### src/rtl/stimulus_arbiter.sv
// stimulus_arbiter: latches rising edges on the stimulus inputs and hands out
// at most one one-hot grant per model tick, round-robin. A per-channel
// habituation counter blocks the same stimulus for COOLDOWN ticks after it
// has been granted; edges dropped because of it raise a one-cycle 'ignored'.
module stimulus_arbiter #(
  parameter int N_REQ    = 7,
  parameter int COOLDOWN = 4,
  parameter int CW       = 3
) (
  input  logic                                   clk,
  input  logic                                   rst_n,
  input  logic                                   tick,
  input  logic                                   enable,
  input  logic                                   flush,
  input  logic [N_REQ-1:0]                       req,
  output logic [N_REQ-1:0]                       pending,
  output logic [N_REQ-1:0]                       grant,
  output logic                                   grant_vld,
  output logic [((N_REQ > 1) ? $clog2(N_REQ) : 1)-1:0] grant_id,
  output logic                                   ignored
);

  localparam int IW = (N_REQ > 1) ? $clog2(N_REQ) : 1;

  typedef enum logic {
    IDLE  = 1'b0,
    GRANT = 1'b1
  } state_t;

  state_t             state_q, state_d;
  logic [N_REQ-1:0]   req_q;
  logic [N_REQ-1:0]   pending_q, pending_d;
  logic [N_REQ-1:0]   grant_q, grant_d;
  logic [IW-1:0]      grant_id_q, grant_id_d;
  logic               ignored_q, ignored_d;
  logic [IW-1:0]      ptr_q, ptr_d;
  logic [CW-1:0]      cool_q [N_REQ];
  logic [CW-1:0]      cool_d [N_REQ];

  logic [N_REQ-1:0]   rise;
  logic [N_REQ-1:0]   cool_nz;
  logic [N_REQ-1:0]   win_vec;
  logic               arb_go;
  logic               win_found;
  logic [IW-1:0]      win_idx;
  logic [IW-1:0]      cand_idx;
  int unsigned        cand;

  // Edge detect and cooldown-active flags per channel.
  always_comb begin
    rise = req & ~req_q;
    for (int i = 0; i < N_REQ; i++) begin
      cool_nz[i] = (cool_q[i] != '0);
    end
  end

  // Round-robin search: first pending channel at or after ptr, wrapping.
  always_comb begin
    // NOTE: every combinational output gets a default first so no path can
    // leave it unassigned and infer a latch.
    win_found = 1'b0;
    win_idx   = '0;
    cand      = 0;
    cand_idx  = '0;
    for (int off = 0; off < N_REQ; off++) begin
      cand = int'(ptr_q) + off;
      if (cand >= N_REQ) cand = cand - N_REQ;
      cand_idx = IW'(cand);
      if (!win_found && pending_q[cand_idx]) begin
        win_found = 1'b1;
        win_idx   = cand_idx;
      end
    end
  end

  // Flush beats a same-cycle grant, so it vetoes arbitration outright.
  assign arb_go  = tick & enable & win_found & ~flush;
  assign win_vec = arb_go ? (N_REQ'(1) << win_idx) : '0;

  // Next-state: FSM, grant registers, pending latch, pointer and cooldowns.
  always_comb begin
    state_d    = arb_go ? GRANT : IDLE;
    grant_d    = win_vec;
    grant_id_d = arb_go ? win_idx : grant_id_q;
    ptr_d      = ptr_q;
    if (arb_go) begin
      ptr_d = (int'(win_idx) == N_REQ - 1) ? '0 : win_idx + IW'(1);
    end

    // A rise during flush is discarded silently; otherwise an edge hitting a
    // cooling channel or the channel being granted right now is dropped.
    ignored_d = ~flush & (|(rise & (cool_nz | win_vec)));
    if (flush) begin
      pending_d = '0;
    end else begin
      pending_d = (pending_q & ~win_vec) | (rise & ~cool_nz & ~win_vec);
    end

    // The freshly loaded counter is not decremented on its own grant tick.
    for (int i = 0; i < N_REQ; i++) begin
      cool_d[i] = cool_q[i];
      if (win_vec[i]) begin
        cool_d[i] = CW'(COOLDOWN);
      end else if (tick && cool_nz[i]) begin
        cool_d[i] = cool_q[i] - CW'(1);
      end
    end
  end

  // State register with synchronous active-low reset.
  always_ff @(posedge clk) begin
    // NOTE: sequential state uses non-blocking assignments so every register
    // samples the pre-edge values regardless of statement order.
    if (!rst_n) begin
      state_q    <= IDLE;
      req_q      <= '0;
      pending_q  <= '0;
      grant_q    <= '0;
      grant_id_q <= '0;
      ignored_q  <= 1'b0;
      ptr_q      <= '0;
      // NOTE: the cooldown array is a handful of flops, not a RAM, and must
      // start cleared, so it is reset element by element.
      for (int i = 0; i < N_REQ; i++) cool_q[i] <= '0;
    end else begin
      state_q    <= state_d;
      req_q      <= req;
      pending_q  <= pending_d;
      grant_q    <= grant_d;
      grant_id_q <= grant_id_d;
      ignored_q  <= ignored_d;
      ptr_q      <= ptr_d;
      for (int i = 0; i < N_REQ; i++) cool_q[i] <= cool_d[i];
    end
  end

  assign pending   = pending_q;
  assign grant     = grant_q;
  assign grant_vld = (state_q == GRANT);
  assign grant_id  = grant_id_q;
  assign ignored   = ignored_q;

endmodule
### config.mk
export PLATFORM = sky130hd
export DESIGN_NAME = stimulus_arbiter
export DESIGN_NICKNAME = d
export VERILOG_FILES = /design/src/rtl/stimulus_arbiter.sv
export SDC_FILE = /design/constraint.sdc
export NUM_CORES = 1
export LEC_CHECK = 0
export ABC_AREA = 1
export BUFFER_PORTS_ARGS = -buffer_cell sky130_fd_sc_hd__buf_2
export CAP_MARGIN = 10
export CORE_ASPECT_RATIO = 1.25
export CORE_MARGIN = 4
export CORE_UTILIZATION = 40
export DETAILED_ROUTE_END_ITERATION = 6
export GPL_TIMING_DRIVEN = 0
export SYNTH_ARGS = -nofsm -noshare
export SYNTH_HDL_FRONTEND = slang
export SYNTH_SLANG_ARGS = --single-unit
### constraint.sdc
create_clock -name clk -period 4.4 [get_ports clk]
set_input_delay 0.22 -clock clk [delete_from_list [all_inputs] [get_ports clk]]
set_output_delay 0.22 -clock clk [all_outputs]
set_load 0.01 [all_outputs]
Yosys cells after proc, flatten, opt, wreduce, memory -nomap -nowiden --
Memory sizes are Yosys's and may differ from the RTL's. Cells that the tools add are included.
Word-level totals: bits in registers 29, bits in latches 0, RAM bits 21, bits in read-only memories 0, input port bits 12, word-level logic and storage cells 157, memories kept 1
Memory list:
- cool_q | words 7, bits a word 3, rd ports 7, clocked after Yosys merged registers in 0, write ports 7, line 37 | logic [CW-1:0] cool_q [N_REQ];
Operators by class: add/subtract/negate cells 21, multiply operators 0, divide/modulo/power cells 0, order comparisons 14, equality and inequality tests 1, shift operators 1, mux-type cells 61, bitwise gates (word level) 23, reductions and logical operators 28
Operators by type and width (number):
- $mux 3 | 36
- $and 7x7->7 | 5
- $lt 3x4->1 const B | 7
- $ge 4x3->1 const B | 6
- $bmux 1 s3 | 7
- $not 7->7 | 3
- $reduce_bool 3->1 | 7
- $sub 3x1->3 const B | 7
- $sub 3x3->3 const B | 7
- $mux 1 | 17
- $or 7x7->7 | 2
- $logic_and 1x1->1 | 13
- $add 3x3->4 const B | 3
- $add 3x2->4 const B | 2
- $mux 7 | 1
- $or 1x1->1 | 7
- $reduce_or 7->1 | 1
- $shl 1x3->7 const A | 1
- $logic_not 1->1 | 6
- $add 3x1->4 const B | 1
- $and 1x1->1 | 4
- $add 3x1->3 const B | 1
- $eq 3x2->1 const B | 1
- $ge 3x3->1 const B | 1
- 2 further kinds | 3

Logic depth before layout (Yosys ltp) --
word-level depth 30, mapped depth 28

Worst setup path before layout --
No wires, ideal clock.
path type register to register, from reg ptr_q[1], to reg ignored_q (netlist: ignored), data arrival time 3264 ps, setup slack 1018 ps, stages on the path, launching flop included 22, buffers on the path 0, clock period less this slack 3382 ps, cell sequence dfxtp_1 -> inv_1 -> ha_1 -> inv_1 -> fa_1 -> o21ai_0 -> nand3_1 -> o21ai_2 -> nand3_4 -> nor2_8 -> nand4_4 -> nor2_2 -> inv_2 -> o21ai_4 -> nor2_1 -> ha_1 -> nand2_1 -> inv_1 -> o21ai_0 -> nand2_1 -> nor2_1 -> a21oi_1
Between the ends: longest elaborated chain between the ends 30
RTL lines:
- start: declaration | line 36 | logic [IW-1:0] ptr_q, ptr_d;
- start signal: assignment | line 132 | ptr_q <= ptr_d;
- branches (longest 25 deep; another with $add 3x1->4)
- $mux 7 * | line 78 | assign win_vec = arb_go ? (N_REQ'(1) << win_idx) : '0;
- $or 7x7->7 * | line 92 | ignored_d = ~flush & (|(rise & (cool_nz | win_vec)));
- $and 7x7->7 * | line 92
- $reduce_or 7->1 * | line 92
- $and 1x1->1 * | line 92
- end signal: assignment | line 131 | ignored_q <= ignored_d;
- end: declaration | line 35 | logic ignored_q, ignored_d;
Mark *: on every way between the ends. The select of a mux whose other input is x is not followed. A chain may end at the register's enable or synchronous reset.

Worst setup path after layout --
Same ends and word-level chain as after synthesis.

==> impl_table.tex <==
\begin{tabular}{lr}
\hline
Metric & Value \\
\hline
\multicolumn{2}{l}{\textbf{Outcome}} \\
\quad Outcome & completed \\
\multicolumn{2}{l}{\textbf{STA}} \\
\quad Upper clock frequency limit & 253 MHz \\
\quad Tightest Pin Transition & 627 ps \\
\quad Setup violation total in the final timing report & 0 \\
\quad Slew Viols, Final & 0 \\
\quad Period utilization & 90.0\% \\
\quad Unrepaired setup endpoints after global routing & no \\
\quad Worst Skew & 4.63 ps \\
\quad Minimum period implied by the final worst setup slack & 3960 ps \\
\quad Final setup TNS & 0 ps \\
\quad Hold violation total from the final report & 0 \\
\quad Final critical-path setup slack & 441 ps \\
\quad Max\_slew headroom & 58.2\% \\
\multicolumn{2}{l}{\textbf{Clock tree}} \\
\quad Total of hold buffers inserted after clock tree synthesis & 0 \\
\quad Maximum level of the CTS H-tree & 2 \\
\quad CTS Root Buffer Type & clkbuf\_16 \\
\quad \# clock sinks & 50 \\
\quad Number of buffers on the longest clock path & 2 \\
\quad Clock input transition at the sequential cells of the worst setup and hold paths & 60 ps \\
\quad CTS tree & built \\
\quad TritonCTS buffer count & 5 \\
\quad Number of post-CTS setup repair buffers & 0 \\
\quad Insertion delay of the later-clocked pin in the worst-skew pair & 290 ps \\
\multicolumn{2}{l}{\textbf{Power}} \\
\quad Combinational share of power & 68.3\% \\
\quad IR drop worst, VDD & 0.459 mV \\
\quad Power per unit of standard cell area & 761 nW/µm² \\
\quad Part of the total power dissipated in sequential elements & 19.9\% \\
\quad Net switching power & 0.00174 W \\
\quad Reported leakage power & 2.19 nW \\
\quad Clk pwr share & 11.8\% \\
\quad Sw Share & 53.2\% \\
\quad Internal power & 0.00153 W \\
\multicolumn{2}{l}{\textbf{Floorplan}} \\
\quad Total die area & 11300 µm² \\
\quad Die span in y & 118 µm \\
\quad Core ar. & 9270 µm² \\
\quad Top-Level Pins & 31 \\
\quad Initial Util & 41.6\% \\
\quad Die Width & 95.8 µm \\
\quad Placement Rows & 39 \\
\multicolumn{2}{l}{\textbf{Critical path}} \\
\quad Critical Path End Type & flop \\
\quad Critical path, cell by cell & inv\_2, ha\_1, inv\_1, fa\_1, o21ai\_1, nand3\_1, o21ai\_2, nand3\_4, nor2\_8, nand2\_2, nand3\_1, nand2\_1, nand2\_2, nand2\_1, ha\_1, nand2\_1, inv\_1, o21ai\_0, nand2\_1, nor2\_1, a21oi\_1 \\
\quad Highest net fanout along the worst path & 9 \\
\quad Data arrival time at the worst-slack endpoint & 4130 ps \\
\quad Most prevalent standard cell on the critical path & nand2\_1 \\
\quad Kind of launch point of the worst setup path & flop \\
\quad Delay of the slowest cell on the worst path & 570 ps \\
\quad Critical Path Slowest Stage Cell & dfxtp\_1 \\
\quad Classification of the worst setup path & reg2reg \\
\quad Critical path data required time & 4570 ps \\
\quad Register-to-register path setup slack & 440 ps \\
\multicolumn{2}{l}{\textbf{Global routing}} \\
\quad Met2 track demand over resource & 35.3\% \\
\quad Most crowded layer after global routing & met2 \\
\quad Vias in the first global route & 3629 \\
\quad Gr ovfl total & 0 \\
\quad Met3 Track Usage GR & 2.37\% \\
\quad First-pass GRT wire length & 17500 µm \\
\quad GRT Resource Usage Total & 19.5\% \\
\quad Maximum number of pins on one net before global-route repair & 16 \\
\quad Initial antenna violation count & 0 \\
\quad Met1 routing resource usage after global routing & 22.9\% \\
\multicolumn{2}{l}{\textbf{Drt}} \\
\quad Routed vias & 3796 \\
\quad Drc violations & 0 \\
\quad DR pass1 iterations & 5 \\
\quad Detailed-route wire length per cell & 14.0 µm \\
\quad Total Routed Length & 10500 µm \\
\quad DRC marker count from the first detailed-route iteration & 168 \\
\quad Vias/cell & 5.05 \\
\quad ANT nets after route & 0 \\
\multicolumn{2}{l}{\textbf{Logic synthesis}} \\
\quad Combinational family with the most area after synthesis & simple AND/OR/NAND/NOR gates \\
\quad Syn nets & 632 \\
\quad Multiplexer fraction of the synthesized cell area & 0\% \\
\quad Netlist area before placement & 3850 µm² \\
\quad Number of cells produced by synthesis & 592 \\
\quad Count of different cell masters after synthesis & 42 \\
\quad Fraction of synthesized cell area in xor and xnor cells & 2.69\% \\
\quad Average size of a mapped cell & 6.51 µm² \\
\quad Post-synthesis share of cell area spent on and, or, nand and nor gates & 40.9\% \\
\quad Syn. warnings & 0 \\
\quad Post-synthesis share of cell area spent on full adders, half adders and majority gates & 9.29\% \\
\quad Number of synthesized register bits & 50 \\
\quad Share of the synthesized area in compound gates (AO/OA/AOI/OAI) & 10.1\% \\
\quad Portion of the post-synthesis area used by sequential elements & 26.0\% \\
\multicolumn{2}{l}{\textbf{Place}} \\
\quad Worst Setup Slack post-DPL & 218 ps \\
\quad Sum of net half-perimeters after detailed placement & 8310 µm \\
\quad Global placement routability congestion & 0.901 \\
\quad Number of buffers inserted by port buffering & 29 \\
\multicolumn{2}{l}{\textbf{Layout}} \\
\quad Share of cells above drive strength 1 & 14.8\% \\
\quad Most frequent cells in the layout & 165 x nand2\_1, 87 x inv\_1, 74 x nand3\_1 \\
\quad Number of filler cells placed in the layout & 1016 \\
\quad Most common cell after layout, fill and taps aside & nand2\_1 \\
\quad Share of the core filled with cells & 46.4\% \\
\quad Number of nets in the finished design & 668 \\
\quad Area added between synthesis and finish & 11.7\% \\
\quad Antenna diode instance count & 0 \\
\multicolumn{2}{l}{\textbf{Job}} \\
\quad Maximum Capacitance Violations & 0 \\
\multicolumn{2}{l}{\textbf{Min path}} \\
\quad Kind of path behind the tightest hold check & in2reg \\
\hline
\end{tabular}
## routing by layer
layer | vias to the layer above | wire length [µm]
met2 | 78 | 5410
li1 | 1950 | -
met5 | - | 0
met1 | 1754 | 4430
met4 | 0 | 201
met3 | 14 | 455
## registers in the layout (all words and copies together), names as in the netlist
register,count
ptr_q,3
grant_id,3
grant,7
pending,7
ignored,1
grant_vld,1
req_q,7
cool_q,21
## cells in the mapped netlist (all sizes together)
library cell | n | share of area, %
o21ai | 20 | 3.0
clkbuf | 5 | 0.49
nor3 | 8 | 1.0
nand4 | 8 | 1.7
a31oi | 1 | 0.16
o211ai | 7 | 1.4
o311ai | 1 | 0.23
a211oi | 3 | 0.58
fa | 1 | 0.52
nor2 | 56 | 6.7
clkinv | 1 | 0.097
nor3b | 1 | 0.19
o22ai | 3 | 0.49
a21boi | 1 | 0.19
xor2 | 10 | 2.3
nand3b | 2 | 0.39
dfxtp | 50 | 26
nand3 | 77 | 11
nand2 | 189 | 20
ha | 27 | 8.8
xnor2 | 1 | 0.42
o21bai | 2 | 0.39
a2111oi | 4 | 1.4
buf | 3 | 1.1
inv | 95 | 9.4
a21oi | 16 | 2.3
## worst max-delay path, delay by kind of cell, from the launching register on
family | cells | cell delay (ps)
AND/OR/NAND/NOR | 11 | 1220
flip-flops | 1 | 570
AO/OA/AOI/OAI | 4 | 780
adder cells (fa/ha/maj) | 3 | 890
buffers and inverters | 3 | 350
## worst paths after layout
kind,startpoint,end,cells after the start
max reg2reg,ptr_q[1]$_SDFFE_PN0N_,ignored$_SDFF_PN0_,21
max,ptr_q[1]$_SDFFE_PN0N_,ignored$_SDFF_PN0_,21
min reg2reg,cool_q[4][0]$_SDFFE_PP0P_,cool_q[4][0]$_SDFFE_PP0P_,2
min,req[2],req_q[2]$_SDFF_PN0_,3
## logic make-up after synthesis
| group | after synthesis |
|---|---|
| compound gates | 58 |
| simple gates | 341 |
| xor+xnor | 11 |
| fa+ha+maj | 28 |
| flops | 50 |
| buf+inv | 104 |
## power groups by stage
stage	clock network, W	logic (W)	registers (W)
2_1_floorplan	0	0.00175	0.000649
3_3_place_gp	0	0.00217	0.000657
3_5_place_dp	0	0.00222	0.000660
4_1_cts	0.000396	0.00223	0.000651
5_1_grt	0.000412	0.00253	0.000665
6_report	0.000388	0.00224	0.000652
## timing repair
item,4_1_cts,5_1_grt
gates resized for setup,0,2
endpoints found under the setup margin,0,2
endpoints found under the hold margin,0,0
## cell type report
class	count	area (µm²)	share of cell area [%]
inverter	96	365	8.49
clock inverter	2	12.5	0.291
tap	123	154	3.58
sequential	50	1000	23.3
clock buffer	6	139	3.23
multi-input combinational	438	2430	56.4
buffer	8	61.3	1.42
timing repair buffer	29	145	3.37
## through the flow
| step | cells | power [W] | hold WS, ps | cell area, µm² |
|---|---|---|---|---|
| final | 752 | 0.00328 | 118 | 4300 |
| after global routing | 752 | 0.00361 | 130 | 4300 |
| after global placement | 744 | 0.00283 | 412 | 4150 |
| after floorplan | 592 | 0.00240 | 313 | 3850 |
| after detailed placement | 744 | 0.00288 | 417 | 4150 |
| after CTS | 752 | 0.00328 | 117 | 4300 |
(Power assumes the default switching activity.)
